$ cat src/rtl/arcade_dl_router_pkg.sv
// Shared types and download index constants for the arcade download router.
package arcade_dl_pkg;

  typedef enum logic [1:0] {
    S_IDLE,
    S_LOAD,
    S_HOLD,
    S_RUN
  } dl_state_t;

  localparam logic [7:0] IDX_ROM  = 8'd0;
  localparam logic [7:0] IDX_MOD  = 8'd1;
  localparam logic [7:0] IDX_WAVE = 8'd2;
  localparam logic [7:0] IDX_DIP  = 8'd254;

endpackage

$ cat src/rtl/arcade_dl_router_if.sv
// hps_io download bus plus per-region sink handshake.
// master = download source and region sinks, slave = router.
interface arcade_dl_router_if #(
  parameter int NREG = 3,
  parameter int AW   = 25
);
  logic            ioctl_download;
  logic            ioctl_wr;
  logic [7:0]      ioctl_index;
  logic [AW-1:0]   ioctl_addr;
  logic [7:0]      ioctl_dout;
  logic            ioctl_wait;
  logic [NREG-1:0] sink_wr;
  logic [AW-1:0]   sink_addr;
  logic [7:0]      sink_data;
  logic [NREG-1:0] sink_ready;

  modport master (
    output ioctl_download, ioctl_wr, ioctl_index, ioctl_addr, ioctl_dout, sink_ready,
    input  ioctl_wait, sink_wr, sink_addr, sink_data
  );

  modport slave (
    input  ioctl_download, ioctl_wr, ioctl_index, ioctl_addr, ioctl_dout, sink_ready,
    output ioctl_wait, sink_wr, sink_addr, sink_data
  );
endinterface

$ cat src/rtl/arcade_dl_router_skid_buf.sv
// One-entry region write buffer: holds addr/data and a one-hot strobe until
// the addressed sink accepts, back-pressuring hps_io through ioctl_wait.
module dl_skid_buf #(
  parameter int NREG = 3,
  parameter int AW   = 25,
  parameter int IW   = 2
) (
  input  logic            clk_sys,
  input  logic            reset,
  input  logic            wr_en,
  input  logic [IW-1:0]   wr_idx,
  input  logic [AW-1:0]   wr_addr,
  input  logic [7:0]      wr_data,
  input  logic [NREG-1:0] sink_ready,
  output logic [NREG-1:0] sink_wr,
  output logic [AW-1:0]   sink_addr,
  output logic [7:0]      sink_data,
  output logic            ioctl_wait
);

  logic          full;
  logic [IW-1:0] idx_q;
  logic          accept;

  always_comb begin
    sink_wr = '0;
    for (int i = 0; i < NREG; i++) begin
      sink_wr[i] = full && (idx_q == IW'(i));
    end
  end

  assign accept     = |(sink_wr & sink_ready);
  assign ioctl_wait = full && !accept;

  // A slot freed by an accept this cycle can take a new write immediately.
  always_ff @(posedge clk_sys or posedge reset) begin
    if (reset) begin
      full      <= 1'b0;
      idx_q     <= '0;
      sink_addr <= '0;
      sink_data <= '0;
    end else if (wr_en && (!full || accept)) begin
      full      <= 1'b1;
      idx_q     <= wr_idx;
      sink_addr <= wr_addr;
      sink_data <= wr_data;
    end else if (accept) begin
      full <= 1'b0;
    end
  end

  overflow_chk: assert property (@(posedge clk_sys) disable iff (reset)
                                 !(wr_en && full && !accept))
    else $error("dl_skid_buf: write dropped, buffer full");

endmodule

$ cat src/rtl/arcade_dl_router.sv
// Routes hps_io downloads to region sinks, DIP/mod registers and core reset.
// Optional DL_CHECKSUM_EN adds a per-download sum of accepted region bytes.
module arcade_dl_router
  import arcade_dl_pkg::*;
#(
  parameter int              NREG     = 3,
  parameter int              AW       = 25,
  parameter int              DIPB     = 8,
  parameter int              HOLD     = 1024,
  parameter logic [NREG-1:0] REQ_MASK = NREG'(4)
) (
  input  logic                 clk_sys,
  input  logic                 reset,
  arcade_dl_router_if.slave    bus,
  output logic [8*DIPB-1:0]    dip,
  output logic [7:0]           mod,
  output logic                 core_reset,
  output logic [NREG-1:0]      loaded
`ifdef DL_CHECKSUM_EN
  ,
  output logic [7:0]           csum,
  output logic                 csum_valid
`endif
);

  localparam int IW = (NREG > 1) ? $clog2(NREG) : 1;
  localparam int CW = $clog2(HOLD + 1);

  dl_state_t       state;
  logic            dl_q;
  logic [7:0]      idx_q;
  logic [CW-1:0]   hold_cnt;
  logic            dl_rise;
  logic            dl_fall;
  logic            wr_strobe;
  logic            region_wr;
  logic [NREG-1:0] loaded_next;
  logic            all_req;

  assign dl_rise   = bus.ioctl_download && !dl_q;
  assign dl_fall   = !bus.ioctl_download && dl_q;
  assign wr_strobe = bus.ioctl_download && bus.ioctl_wr;
  assign region_wr = wr_strobe && (bus.ioctl_index < 8'(NREG));

  always_comb begin
    loaded_next = loaded;
    for (int i = 0; i < NREG; i++) begin
      if (dl_fall && (idx_q == 8'(i))) loaded_next[i] = 1'b1;
    end
  end

  assign all_req = ((loaded_next & REQ_MASK) == REQ_MASK);

  // Any new download aborts HOLD/RUN; core only leaves reset after HOLD cycles.
  always_ff @(posedge clk_sys or posedge reset) begin
    if (reset) begin
      state      <= S_IDLE;
      core_reset <= 1'b1;
      dl_q       <= 1'b0;
      idx_q      <= '0;
      hold_cnt   <= '0;
      loaded     <= '0;
    end else begin
      dl_q   <= bus.ioctl_download;
      loaded <= loaded_next;
      if (dl_rise) idx_q <= bus.ioctl_index;
      case (state)
        S_IDLE: if (dl_rise) state <= S_LOAD;
        S_LOAD: begin
          if (dl_fall) begin
            if (all_req) begin
              state    <= S_HOLD;
              hold_cnt <= '0;
            end else begin
              state <= S_IDLE;
            end
          end
        end
        S_HOLD: begin
          if (dl_rise) begin
            state <= S_LOAD;
          end else begin
            if (hold_cnt != CW'(HOLD)) hold_cnt <= hold_cnt + 1'b1;
            if (hold_cnt == CW'(HOLD - 1)) begin
              state      <= S_RUN;
              core_reset <= 1'b0;
            end
          end
        end
        S_RUN: begin
          if (dl_rise) begin
            state      <= S_LOAD;
            core_reset <= 1'b1;
          end
        end
        default: state <= S_IDLE;
      endcase
    end
  end

  always_ff @(posedge clk_sys or posedge reset) begin
    if (reset) begin
      dip <= '0;
      mod <= '0;
    end else if (wr_strobe) begin
      if (bus.ioctl_index == IDX_DIP) begin
        for (int i = 0; i < DIPB; i++) begin
          if (bus.ioctl_addr == AW'(i)) dip[i*8 +: 8] <= bus.ioctl_dout;
        end
      end
      if (bus.ioctl_index == IDX_MOD && bus.ioctl_addr == '0) mod <= bus.ioctl_dout;
    end
  end

  dl_skid_buf #(
    .NREG (NREG),
    .AW   (AW),
    .IW   (IW)
  ) u_skid (
    .clk_sys    (clk_sys),
    .reset      (reset),
    .wr_en      (region_wr),
    .wr_idx     (bus.ioctl_index[IW-1:0]),
    .wr_addr    (bus.ioctl_addr),
    .wr_data    (bus.ioctl_dout),
    .sink_ready (bus.sink_ready),
    .sink_wr    (bus.sink_wr),
    .sink_addr  (bus.sink_addr),
    .sink_data  (bus.sink_data),
    .ioctl_wait (bus.ioctl_wait)
  );

`ifdef DL_CHECKSUM_EN
  logic [NREG-1:0] acc_hit;
  assign acc_hit = bus.sink_wr & bus.sink_ready;

  always_ff @(posedge clk_sys or posedge reset) begin
    if (reset) begin
      csum       <= '0;
      csum_valid <= 1'b0;
    end else if (dl_rise) begin
      csum       <= '0;
      csum_valid <= 1'b0;
    end else begin
      if (|acc_hit) csum <= csum + bus.sink_data;
      if (state == S_LOAD && dl_fall) csum_valid <= 1'b1;
    end
  end
`endif

endmodule

$ cat src/flat_wrapper.sv
// flat-port wrapper written by rule: the top's interface ports become plain ports
module arcade_dl_router_flat import arcade_dl_pkg::*;
#(
  parameter int              NREG     = 3,
  parameter int              AW       = 25,
  parameter int              DIPB     = 8,
  parameter int              HOLD     = 1024,
  parameter logic [NREG-1:0] REQ_MASK = NREG'(4)
)
  (clk_sys, reset, dip, mod, core_reset, loaded, bus_ioctl_download, bus_ioctl_wr, bus_ioctl_index, bus_ioctl_addr, bus_ioctl_dout, bus_sink_ready, bus_ioctl_wait, bus_sink_wr, bus_sink_addr, bus_sink_data);
  arcade_dl_router_if #(.NREG(NREG), .AW(AW)) bus_i ();
  input  logic clk_sys;
  input  logic reset;
  output logic [8*DIPB-1:0] dip;
  output logic [7:0] mod;
  output logic core_reset;
  output logic [NREG-1:0] loaded;
  input wire logic [$bits(bus_i.ioctl_download)-1:0] bus_ioctl_download;
  input wire logic [$bits(bus_i.ioctl_wr)-1:0] bus_ioctl_wr;
  input wire logic [$bits(bus_i.ioctl_index)-1:0] bus_ioctl_index;
  input wire logic [$bits(bus_i.ioctl_addr)-1:0] bus_ioctl_addr;
  input wire logic [$bits(bus_i.ioctl_dout)-1:0] bus_ioctl_dout;
  input wire logic [$bits(bus_i.sink_ready)-1:0] bus_sink_ready;
  output wire logic [$bits(bus_i.ioctl_wait)-1:0] bus_ioctl_wait;
  output wire logic [$bits(bus_i.sink_wr)-1:0] bus_sink_wr;
  output wire logic [$bits(bus_i.sink_addr)-1:0] bus_sink_addr;
  output wire logic [$bits(bus_i.sink_data)-1:0] bus_sink_data;
  assign bus_i.ioctl_download = bus_ioctl_download;
  assign bus_i.ioctl_wr = bus_ioctl_wr;
  assign bus_i.ioctl_index = bus_ioctl_index;
  assign bus_i.ioctl_addr = bus_ioctl_addr;
  assign bus_i.ioctl_dout = bus_ioctl_dout;
  assign bus_i.sink_ready = bus_sink_ready;
  assign bus_ioctl_wait = bus_i.ioctl_wait;
  assign bus_sink_wr = bus_i.sink_wr;
  assign bus_sink_addr = bus_i.sink_addr;
  assign bus_sink_data = bus_i.sink_data;
  arcade_dl_router #(.NREG(NREG), .AW(AW), .DIPB(DIPB), .HOLD(HOLD), .REQ_MASK(REQ_MASK)) u_core (.clk_sys(clk_sys), .reset(reset), .bus(bus_i), .dip(dip), .mod(mod), .core_reset(core_reset), .loaded(loaded));
endmodule
$ cat config.mk
export PLATFORM = sky130hd
export DESIGN_NAME = arcade_dl_router_flat
export DESIGN_NICKNAME = d
export VERILOG_FILES = /design/src/rtl/arcade_dl_router_pkg.sv /design/src/rtl/arcade_dl_router_if.sv /design/src/rtl/arcade_dl_router_skid_buf.sv /design/src/rtl/arcade_dl_router.sv /design/src/flat_wrapper.sv
export SDC_FILE = /design/constraint.sdc
export NUM_CORES = 1
export LEC_CHECK = 0
export ABC_AREA = 1
export CORE_MARGIN = 2
export CORE_UTILIZATION = 53
export DETAILED_ROUTE_END_ITERATION = 12
export GPL_TIMING_DRIVEN = 0
export PLACE_DENSITY = 0.86
export SLEW_MARGIN = 10
export SYNTH_ARGS = -nofsm -noshare
export SYNTH_HDL_FRONTEND = slang
export SYNTH_HIERARCHICAL = 1
export SYNTH_SLANG_ARGS = --single-unit
export TNS_END_PERCENT = 20
$ cat constraint.sdc
create_clock -name clk_sys -period 5.7 [get_ports clk_sys]
set_clock_uncertainty 0.1 [all_clocks]
set_input_delay 1.71 -clock clk_sys [delete_from_list [all_inputs] [get_ports clk_sys]]
set_output_delay 1.71 -clock clk_sys [all_outputs]
set_load 0.02 [all_outputs]
Word-level counts from Yosys, hierarchy flattened

Cells that the tools add are included.

Register bits after elaboration: 134
Bits of input ports: 48

Add/sub/neg operators: 1
Order comparisons: 1
Equality and inequality tests: 26
Multiplexer cells: 18
Bitwise gates (word level): 1
Reduce and logical (&&, ||, !) cells: 39

Operator list:

| kind                  | count |
|---|---|
| $eq 25x3->1 const B   | 4 |
| $eq 25x2->1 const B   | 2 |
| $mux 11               | 4 |
| $reduce_and 3->1      | 9 |
| $eq 25x1->1 const B   | 1 |
| $logic_not 25->1      | 1 |
| $pmux 11 s2           | 1 |
| $eq 8x1->1 const B    | 2 |
| $logic_and 1x1->1     | 13 |
| $ne 2x1->1 const B    | 6 |
| $add 11x1->11 const B | 1 |
| $eq 11x10->1 const B  | 1 |
| $ne 11x11->1 const B  | 1 |
| $mux 2                | 5 |
| $eq 8x2->1 const B    | 1 |
| $eq 8x8->1 const B    | 1 |
| $logic_not 8->1       | 1 |
| $lt 8x2->1 const B    | 1 |
| $eq 2x2->1 const B    | 3 |
| $mux 1                | 6 |
| $pmux 2 s3            | 1 |
| $reduce_bool 2->1     | 3 |
| $reduce_and 5->1      | 1 |
| $eq 2x1->1 const B    | 2 |
| 11 further kinds      | 15 |

Depth between registers and ports, before layout

Gate-level depths: netlist of the first run.

Depth after elaboration: 7
Depth in mapped cells: 10
Mapped depth without buffers: 9

Hierarchy

Netlist of the first run, hierarchy kept.

By module, submodules not included:

| module           | instances | cells an instance | area each (sq um) | seq. area each (sq um) |
|---|---|---|---|---|
| arcade_dl_router | 1         | 574               | 4,553.1           | 2,453.6 |
| dl_skid_buf      | 1         | 167               | 1,519.0           | 900.9 |

Worst setup path after synthesis of the first run

Ideal clock, no wire load.

Path kind: input-to-output
From: in bus_sink_ready[0]
To: out bus_ioctl_wait
Arrival: 2,330 ps
Path slack: 1,560 ps
Cell stages on the path: 5
Path buffers: 2
Cells stage by stage: a21oi_2 -> nand3_2 -> buf_6 -> buf_6 -> inv_1

Word-level cells in the longest chain between the ends: 4

RTL lines:

| item              | RTL line                        | text |
|---|---|---|
| start, declared   | flat_wrapper.sv:23              | `input wire logic [$bits(bus_i.sink_ready)-1:0] bus_sink_ready;` |
| $and 3x3->3       | arcade_dl_router_skid_buf.sv:32 | `assign accept = \|(sink_wr & sink_ready);` |
| $reduce_or 3->1   | arcade_dl_router_skid_buf.sv:32 |  |
| $logic_not 1->1   | arcade_dl_router_skid_buf.sv:33 | `assign ioctl_wait = full && !accept;` |
| $logic_and 1x1->1 | arcade_dl_router_skid_buf.sv:33 |  |
| end, declared     | flat_wrapper.sv:24              | `output wire logic [$bits(bus_i.ioctl_wait)-1:0] bus_ioctl_wait;` |

No other way between the ends.

Final worst setup path of the first run

Same ends and word-level chain as after synthesis.

==> results of run 1 <==
[sequential cells by signal (all words and copies together), names as in the netlist]
signal / cells
u_core/dip: 64
u_core/hold_cnt: 11
u_core/core_reset: 1
u_core/idx_q: 8
u_core/loaded: 3
u_core/dl_q: 1
u_core/u_skid/sink_data: 8
u_core/mod: 8
u_core/state: 2
u_core/u_skid/idx_q: 2
u_core/u_skid/sink_addr: 25
u_core/u_skid/full: 1
[final cells by class]
class / instances / share of cell area (%)
clock buffers: 18 / 5.07
repair buffers: 161 / 19.2
inverters: 34 / 1.54
flip-flops and latches: 134 / 39.6
multi-input cells: 542 / 28.4
well taps: 143 / 2.11
clock inverters: 12 / 1.85
plain buffers: 31 / 2.23
[metal layers]
layer  global-route usage [%]  vias to the layer above  routed length [um]
li1                         -                     2721                   -
met1                     35.7                     2744                7070
met2                     48.3                      210                8640
met3                     9.24                       23                1420
met4                     8.81                        0                 246
met5                        0                        -                   0
[power breakdown]
group | total, uW | internal (uW) | switching (uW)
registers | 1030 | 999 | 33.4
clock network | 1100 | 683 | 413
logic | 341 | 134 | 207
total | 2470 | 1820 | 653
[synth_stat cells, drive strengths merged]
cell type	instances	share of area, %
nand2	316	20
dfrtp	133	55
nand3	121	10
nor2	53	3.8
inv	34	2.1
buf	19	2.4
o21ai	17	1.4
clkbuf	12	0.74
nor3	10	0.99
nand4	7	0.82
ha	6	1.2
a21oi	4	0.39
or2	4	0.41
a31o	2	0.29
dfstp	1	0.43
nand3b	1	0.12
xor2	1	0.14
[through the flow]
stage                     std cells  total power [uW]
final                          1075              2470
after floorplan                 741              1240
after global placement         1044              1370
after global routing           1075              2560
after CTS                      1075              2480
after detailed placement       1045              1390
[cell families (layout without fill, tap and decap cells)]
family	Yosys count	in the layout	synth area share [%]
and+or+nand+nor	512	512	36.1
DFF	134	134	55.2
buffers and inverters	65	256	5.21
xor gates and xnor gates	1	1	0.144
adders and majority gates	6	6	1.24
AOI/OAI and AO/OA	23	23	2.08
[worst paths after layout]
| kind | startpoint | end | cells after the start |
|---|---|---|---|
| worst max register to register | u_core/state[0] | u_core/hold_cnt[0] | 10 |
| min in group asynchronous | reset | u_core/loaded[0] | 2 |
| worst max-delay path | bus_sink_ready[0] | bus_ioctl_wait | 7 |
| worst min register to register | u_core/dip[45] | u_core/dip[45] | 2 |
| max in group asynchronous | reset | u_core/dip[30] | 3 |
| worst min-delay path | u_core/dip[45] | u_core/dip[45] | 2 |
[critical path, delay by kind of cell]
family / cells / cell delay, ns
AOI/OAI and AO/OA: 1 / 0.15
buffers and inverters: 5 / 1.40
and+or+nand+nor: 1 / 0.10
==> qor.csv, run 1 <==
stage,metric,value,unit
outcome,outcome,"complete, no violations",
sta,grt_setup_unrepaired,false,
final_layout,fin_area,0.00846,sq mm
final_layout,mostFrequentLayoutCells,"307 x nand2_1, 160 x clkdlybuf4s50_1, 133 x dfrtp_1",
clock_tree,cts_max_path_buffers,2,
yosys,syn-mean-instance-area,8.19,sq um
floorplanning,chipHeight,111,um
clock_tree,cts.sinks,134,
final_layout,utilization,74.7,%
sta,clock.fmax,193,MHz
sta,final.setup.worst_slack,0.531,ns
yosys,seq_area_frac_synth,55.2,%
floorplanning,ios,161,
clock_tree,cts-root-buf,clkbuf_16,
setup_path,cp_slowest_cell,clkdlybuf4s50_1,
clock_tree,clkLatencyLatePin,0.41,ns
detailed_routing,drt_iter0_markers,494,
grt,grt_pass1_wl,27900,um
clock_tree,cts_hold_buf,0,
placement,dp_worst_setup_slack,0.556,ns
placement,dpl_cell_area,0.00788,sq mm
yosys,syn_area,0.00607,sq mm
grt,grt_pass1_vias,5535,
setup_path,max_stage_delay,0.62,ns
floorplanning,start_util,53.6,%
setup_path,cp-start-kind,input pin,
setup_path,cp.arrival,3.36,ns
yosys,synth-seq-cells,134,
grt,grt_max_degree,58,
yosys,synth_nets,795,
sta,hold_violations,0,
run,max-cap-violations,0,
floorplanning,dieArea,0.0123,sq mm
detailed_routing,vias,5698,
final_layout,final_common_cell,nand2_1,
placement,gp_congestion,0.886,
sta,setup_viol,0,
clock_tree,cts_tree,built,
detailed_routing,drt_pre_antenna_iters,5,
pwr,peakVddDrop,363,uV
final_layout,synthToLayoutAreaGrowth,39.3,%
setup_path,cp_data_required_time,3.89,ns
sta,slew_headroom,44.4,%
final_layout,final_nets,975,
sta,tns,0,ns
setup_path,rrSetupSlack,3.77,ns
floorplanning,die_w,111,um
clock_tree,clkTransAtPathRegs,0.05,ns
final_layout,n_antenna_cell,0,
floorplanning,rows,39,
setup_path,crit_path_cell_trace,clkdlybuf4s50_1 > a21oi_2 > nand3_2 > buf_6 > buf_6 > inv_1 > clkdlybuf4s50_1,
final_layout,regArea,0.00335,sq mm
detailed_routing,ant_nets,0,
clock_tree,h-tree-depth,4,
setup_path,worstPathMaxFanout,10,
yosys,netlist_instances,741,
sta,fin_crit,5.17,ns
grt,grt_use_total,28.7,%
yosys,ys_warn_count,6,
sta,min_period_over_period,90.7,%
final_layout,multi_input_area,0.00240,sq mm
yosys,synth_cell_type_count,27,
sta,hold_ws,0.366,ns
clock_tree,cts-resized-gates,0,
clock_tree,cts_buffers,17,
grt,antenna_found_initial,0,
detailed_routing,routed_wl,17400,um
worst_hold_path,holdCritPathClass,reg2reg,
detailed_routing,routed_via_density,5.30,
pwr,cellPowerDensity,292,mW/mm^2
placement,place_hpwl,11700,um
placement,port_buffers,160,
detailed_routing,wl_per_cell,16.2,um
final_layout,drive_gt1_share,8.48,%
final_layout,fillCellCount,834,
sta,worst_pin_slew,0.829,ns
setup_path,cp-end-kind,output port,
sta,slew_viol_final,0,
grt,globalRouteOverflowTotal,0,
detailed_routing,drt_drc_violations_left,0,
clock_tree,post-cts-setup-buffers,0,
floorplanning,core,0.0113,sq mm
pwr,p_leak,0.00421,uW
setup_path,worstSetupPathType,in2out,
Note: power is estimated with default switching activity, not from simulation.
==> run 2: changes to the inputs <==
--- a/config.mk
+++ b/config.mk
@@ -11,6 +11,7 @@
 export DETAILED_ROUTE_END_ITERATION = 12
 export GPL_TIMING_DRIVEN = 0
 export PLACE_DENSITY = 0.86
+export RECOVER_POWER = 25
 export SLEW_MARGIN = 10
 export SYNTH_ARGS = -nofsm -noshare
 export SYNTH_HDL_FRONTEND = slang
==> run 2 against run 1 <==
Compared with the run above:
- the flow now finishes with violations (capacitance limit, slew limit)
- via count shrank 0.23%
- core utilization hardly changed
- setup slack got worse by 0.0018 ns
- final cell count did not move
- design area about the same
- routed wire length up 0.16%
- highest routed layer unchanged
- register-to-register slack is essentially flat
==> qor.csv, run 2 (same netlist as run 1, synthesis figures left out) <==
stage,metric,value,unit,change
grt,antenna_found_initial,0,,unchanged
setup_path,crit_path_cell_trace,clkdlybuf4s50_1 > a21oi_2 > nand3_2 > buf_6 > buf_6 > inv_1 > clkdlybuf4s50_1,,
placement,gp_congestion,0.886,,unchanged
detailed_routing,routed_wl,17400,um,+0.16%
sta,worst_pin_slew,2.49,ns,+1.66 ns
grt,grt_pass1_vias,5535,,unchanged
sta,fin_crit,5.17,ns,+0.00177 ns
clock_tree,cts.sinks,134,,unchanged
grt,grt_use_total,28.7,%,unchanged
final_layout,fin_area,0.00846,sq mm,about the same
sta,min_period_over_period,90.7,%,about the same
pwr,internal_power,1820,uW,about the same
detailed_routing,vias,5685,,-0.23%
setup_path,worstSetupPathType,in2out,,
final_layout,drive_gt1_share,8.37,%,-0.11 points
setup_path,startpoint,bus_sink_ready[0],,
setup_path,cp-start-kind,input pin,,
pwr,peakVddDrop,363,uV,+0.20%
final_layout,utilization,74.7,%,about the same
sta,hold_violations,0,,unchanged
clock_tree,clkLatencyLatePin,0.41,ns,about the same
setup_path,cp.arrival,3.36,ns,about the same
setup_path,cp-end-kind,output port,,
floorplanning,die_w,111,um,unchanged
grt,grt_pass1_wl,27900,um,unchanged
final_layout,final_common_cell,nand2_1,,
detailed_routing,wl_per_cell,16.2,um,+0.16%
clock_tree,cts-root-buf,clkbuf_16,,
floorplanning,dieArea,0.0123,sq mm,unchanged
pwr,swShare,26.4,%,-0.057 points
detailed_routing,drt_drc_violations_left,0,,unchanged
final_layout,synthToLayoutAreaGrowth,39.3,%,about the same
grt,grt_max_degree,58,,unchanged
detailed_routing,routed_via_density,5.29,,-0.23%
clock_tree,cts-resized-gates,0,,unchanged
clock_tree,clkTransAtPathRegs,0.05,ns,about the same
clock_tree,cts_buffers,17,,unchanged
floorplanning,rows,39,,unchanged
setup_path,rrSetupSlack,3.77,ns,about the same
clock_tree,h-tree-depth,4,,unchanged
placement,dpl_cell_area,0.00788,sq mm,unchanged
final_layout,largest_reg_flops,64,,unchanged
final_layout,n_antenna_cell,0,,unchanged
detailed_routing,drt_pre_antenna_iters,5,,unchanged
pwr,p_seq_share,41.9,%,about the same
run,max-cap-violations,1,,+1
sta,setup_viol,0,,unchanged
grt,globalRouteOverflowTotal,0,,unchanged
pwr,p_leak,0.00421,uW,about the same
floorplanning,core,0.0113,sq mm,unchanged
clock_tree,post-cts-setup-buffers,0,,unchanged
outcome,outcome,"complete, but fails checks",,
setup_path,reg2reg_to,u_core/hold_cnt[0],,
setup_path,endpoint,bus_ioctl_wait,,
clock_tree,cts_hold_buf,0,,unchanged
setup_path,worstPathMaxFanout,10,,unchanged
detailed_routing,drt_iter0_markers,502,,+1.6%
final_layout,regMostFlops,u_core/dip,,
detailed_routing,ant_nets,0,,unchanged
final_layout,fillCellCount,835,,+0.12%
pwr,clkPwrFrac,44.3,%,about the same
placement,port_buffers,160,,unchanged
final_layout,reg_top3,"u_core/dip x64, u_core/u_skid/sink_addr x25, u_core/hold_cnt x11",,
sta,grt_setup_unrepaired,false,,
clock_tree,cts_tree,built,,
pwr,cellPowerDensity,292,mW/mm^2,about the same
sta,slew_viol_final,57,,+57
setup_path,cp_data_required_time,3.89,ns,about the same
clock_tree,cts_max_path_buffers,2,,unchanged
final_layout,mostFrequentLayoutCells,"307 x nand2_1, 158 x clkdlybuf4s50_1, 133 x dfrtp_1",,
setup_path,cp_slowest_cell,clkdlybuf4s50_1,,
setup_path,max_stage_delay,0.62,ns,about the same
placement,place_hpwl,11700,um,unchanged
worst_hold_path,holdCritPathClass,reg2reg,,
final_layout,final_nets,975,,unchanged
floorplanning,chipHeight,111,um,unchanged
sta,slew_headroom,-66.7,%,-110 points
outcome,violations,"capacitance limit, slew limit",,
pwr,p_sw,651,uW,-0.30%
floorplanning,start_util,53.6,%,unchanged
pwr,power_frac_comb,13.8,%,about the same
sta,clock.fmax,193,MHz,about the same
floorplanning,ios,161,,unchanged
setup_path,reg2reg_from,u_core/state[0],,
setup_path,r2r_cells,10,,unchanged
==> run 2: power groups by stage <==
stage	Clock [uW]	Sequential (uW)	Combinational, uW
after global placement	0	1050	328
after detailed placement	0	1050	337
after CTS	1110	1030	341
after global routing	1150	1040	377
after floorplan	0	1070	164
final	1090	1030	341
==> run 2: cell type report <==
class | instances | area (sq um) | share of cell area [%]
timing repair buffer | 161 | 1620 | 19.2
clock inverter | 12 | 156 | 1.85
inverter | 34 | 129 | 1.52
buffer | 31 | 189 | 2.23
multi-input combinational | 542 | 2400 | 28.4
sequential | 134 | 3350 | 39.7
tap | 143 | 179 | 2.12
clock buffer | 18 | 429 | 5.07
==> run 2: worst min-delay path by stage <==
stage / start / endpoint / slack, ns / cells past startpoint
floorplan: u_core/idx_q[2] / u_core/idx_q[2] / 0.33 / 2
global placement: u_core/idx_q[2] / u_core/idx_q[2] / 0.35 / 2
detailed placement: u_core/u_skid/sink_addr[5] / u_core/u_skid/sink_addr[5] / 0.36 / 2
CTS: u_core/u_skid/sink_addr[5] / u_core/u_skid/sink_addr[5] / 0.37 / 2
global route: u_core/u_skid/sink_addr[16] / u_core/u_skid/sink_addr[16] / 0.39 / 2
finish: u_core/dip[45] / u_core/dip[45] / 0.37 / 2
==> run 2: per-layer routing <==
metal	part of all wire [%]	GRT usage, %	up-vias
met5	0	0	-
met4	1.1	8.81	0
met3	9.1	9.24	15
met2	50	48.3	218
met1	40	35.7	2731
li1	-	-	2721
==> run 2: per-stage QoR <==
step / hold slack (ns) / setup slack (ns) / total power (uW) / cells / setup TNS (ns)
CTS: 0.371 / 0.524 / 2480 / 1075 / 0
global route: 0.388 / 0.435 / 2560 / 1075 / 0
finish: 0.366 / 0.529 / 2470 / 1075 / 0
global placement: 0.347 / -0.141 / 1370 / 1044 / -12.96
detailed placement: 0.357 / 0.556 / 1390 / 1045 / 0
floorplan: 0.334 / 1.33 / 1240 / 741 / 0
==> run 2: worst max-delay path, delay by kind of cell <==
kind	cells	cell delay, ns
buf+inv	5	1.40
compound gates	1	0.15
simple gates	1	0.10
==> run 3: changes to the inputs <==
--- a/config.mk
+++ b/config.mk
@@ -10,6 +10,7 @@
 export CORE_UTILIZATION = 53
 export DETAILED_ROUTE_END_ITERATION = 12
 export GPL_TIMING_DRIVEN = 0
+export MAX_ROUTING_LAYER = met4
 export PLACE_DENSITY = 0.86
 export RECOVER_POWER = 25
 export SLEW_MARGIN = 10
==> run 3 against run 2 <==
Compared with the run above:
- global-route usage rose by 0.91 points
- critical path depth did not move
- the flow still finishes with violations (capacitance limit, slew limit)
- non-clock buffer count did not move
- combinational power barely moved
- highest routed layer unchanged
- sequential share of layout area did not move
- fmax barely moved
- via count barely moved
- die area did not move
- largest cell class unchanged
- clock-buffer cell count did not move
- first-iteration DRC count fell by 6.4%
==> qor.csv, run 3 (same netlist as run 1, synthesis figures left out) <==
stage,metric,value,unit,change
outcome,outcome,"complete, but fails checks",,
outcome,violations,"capacitance limit, slew limit",,
setup_path,cp.arrival,3.36,ns,about the same
sta,grt_setup_unrepaired,false,,
sta,setup_viol,0,,unchanged
detailed_routing,wl_per_cell,16.2,um,about the same
final_layout,final_nets,975,,unchanged
final_layout,fin_area,0.00846,sq mm,unchanged
placement,port_buffers,160,,unchanged
grt,grt_max_degree,58,,unchanged
grt,grt_pass1_vias,5524,,-0.20%
detailed_routing,routed_via_density,5.29,,about the same
grt,grt_use_total,29.6,%,+0.91 points
final_layout,drive_gt1_share,8.37,%,unchanged
grt,antenna_found_initial,0,,unchanged
clock_tree,cts_buffers,17,,unchanged
sta,slew_headroom,-67.1,%,-0.30 points
setup_path,cp-start-kind,input pin,,
detailed_routing,drt_drc_violations_left,0,,unchanged
setup_path,worstSetupPathType,in2out,,
floorplanning,dieArea,0.0123,sq mm,unchanged
setup_path,cp_data_required_time,3.89,ns,about the same
clock_tree,clkLatencyLatePin,0.42,ns,about the same
sta,min_period_over_period,90.6,%,about the same
clock_tree,h-tree-depth,4,,unchanged
sta,slew_viol_final,57,,unchanged
clock_tree,cts_tree,built,,
final_layout,final_common_cell,nand2_1,,
clock_tree,cts_hold_buf,0,,unchanged
clock_tree,cts.sinks,134,,unchanged
grt,grt_pass1_wl,27900,um,about the same
clock_tree,post-cts-setup-buffers,0,,unchanged
sta,hold_violations,0,,unchanged
floorplanning,core,0.0113,sq mm,unchanged
floorplanning,ios,161,,unchanged
setup_path,worstPathMaxFanout,10,,unchanged
detailed_routing,drt_iter0_markers,470,,-6.4%
final_layout,regMostFlops,u_core/dip,,
final_layout,largest_reg_flops,64,,unchanged
worst_hold_path,holdCritPathClass,reg2reg,,
pwr,peakVddDrop,363,uV,about the same
clock_tree,cts-resized-gates,0,,unchanged
pwr,cellPowerDensity,292,mW/mm^2,about the same
run,max-cap-violations,1,,unchanged
detailed_routing,vias,5688,,+0.053%
sta,clock.fmax,194,MHz,about the same
sta,worst_pin_slew,2.49,ns,+0.00453 ns
sta,fin_crit,5.17,ns,-0.00507 ns
placement,place_hpwl,11700,um,unchanged
clock_tree,cts-root-buf,clkbuf_16,,
final_layout,n_antenna_cell,0,,unchanged
final_layout,multi_input_area,0.00240,sq mm,unchanged
placement,dpl_cell_area,0.00788,sq mm,unchanged
setup_path,cp-end-kind,output port,,
final_layout,reg_top3,"u_core/dip x64, u_core/u_skid/sink_addr x25, u_core/hold_cnt x11",,
clock_tree,clkTransAtPathRegs,0.06,ns,about the same
detailed_routing,drt_pre_antenna_iters,5,,unchanged
grt,globalRouteOverflowTotal,0,,unchanged
final_layout,mostFrequentLayoutCells,"307 x nand2_1, 158 x clkdlybuf4s50_1, 133 x dfrtp_1",,
final_layout,fillCellCount,835,,unchanged
final_layout,regArea,0.00335,sq mm,unchanged
placement,gp_congestion,0.900,,+1.7%
floorplanning,die_w,111,um,unchanged
detailed_routing,routed_wl,17400,um,about the same
pwr,p_leak,0.00421,uW,unchanged
floorplanning,start_util,53.6,%,unchanged
detailed_routing,ant_nets,0,,unchanged
floorplanning,chipHeight,111,um,unchanged
clock_tree,cts_max_path_buffers,2,,unchanged
sta,tns,0,ns,unchanged
floorplanning,rows,39,,unchanged
final_layout,synthToLayoutAreaGrowth,39.3,%,unchanged
[run 3: cell counts in the layout (fill, tap and decap cells not counted)]
No cell type changed its count.
[run 3: critical path: stages]
cell and delay, ns:
clkdlybuf4s50_1 0.42, a21oi_2 0.15, nand3_2 0.10, buf_6 0.16, buf_6 0.14, inv_1 0.06
clkdlybuf4s50_1 0.61
[run 3: metal layers]
metal	GRT usage, %	share of wire (%)	vias to the layer above	wire [um]
met5	-	0	-	0
met4	8.31	1.3	0	225
met3	8.86	7.8	19	1360
met2	48.2	50	216	8760
met1	36.4	41	2730	7070
li1	-	-	2723	-
[run 3: area by class of cell]
cell class | instances | area share, %
inverter | 34 | 1.52
buffer | 31 | 2.23
sequential | 134 | 39.7
multi-input combinational | 542 | 28.4
tap | 143 | 2.12
timing repair buffer | 161 | 19.2
clock inverter | 12 | 1.85
clock buffer | 18 | 5.07
[run 3: power breakdown]
group          internal (uW)  switching (uW)  leakage [uW]
clock                    683             412      0.000274
combinational            134             206       0.00210
sequential              1000            33.7       0.00183
[run 3: final timing paths]
| path | start | to | slack [ns] | depth (start not counted) |
|---|---|---|---|---|
| setup reg to reg | u_core/state[0] | u_core/hold_cnt[0] | 3.79 | 10 |
| min in group asynchronous | reset | u_core/u_skid/idx_q[0] | 2.09 | 2 |
| setup / recovery | bus_sink_ready[0] | bus_ioctl_wait | 0.53 | 7 |
| hold / removal | u_core/dip[45] | u_core/dip[45] | 0.37 | 2 |
| hold reg to reg | u_core/dip[45] | u_core/dip[45] | 0.37 | 2 |
| max in group asynchronous | reset | u_core/hold_cnt[7] | 2.00 | 2 |
[run 3: per-stage QoR]
stage / total power (uW) / cells / worst slack, ns / util [%] / hold WS [ns]
6_report: 2470 / 1075 / 0.534 / 74.7 / 0.366
5_1_grt: 2570 / 1075 / 0.435 / 74.7 / 0.388
4_1_cts: 2480 / 1075 / 0.524 / 74.7 / 0.371
3_5_place_dp: 1390 / 1045 / 0.556 / 69.6 / 0.357
3_3_place_gp: 1370 / 1044 / -0.141 / 69.4 / 0.347
2_1_floorplan: 1240 / 741 / 1.33 / - / 0.334
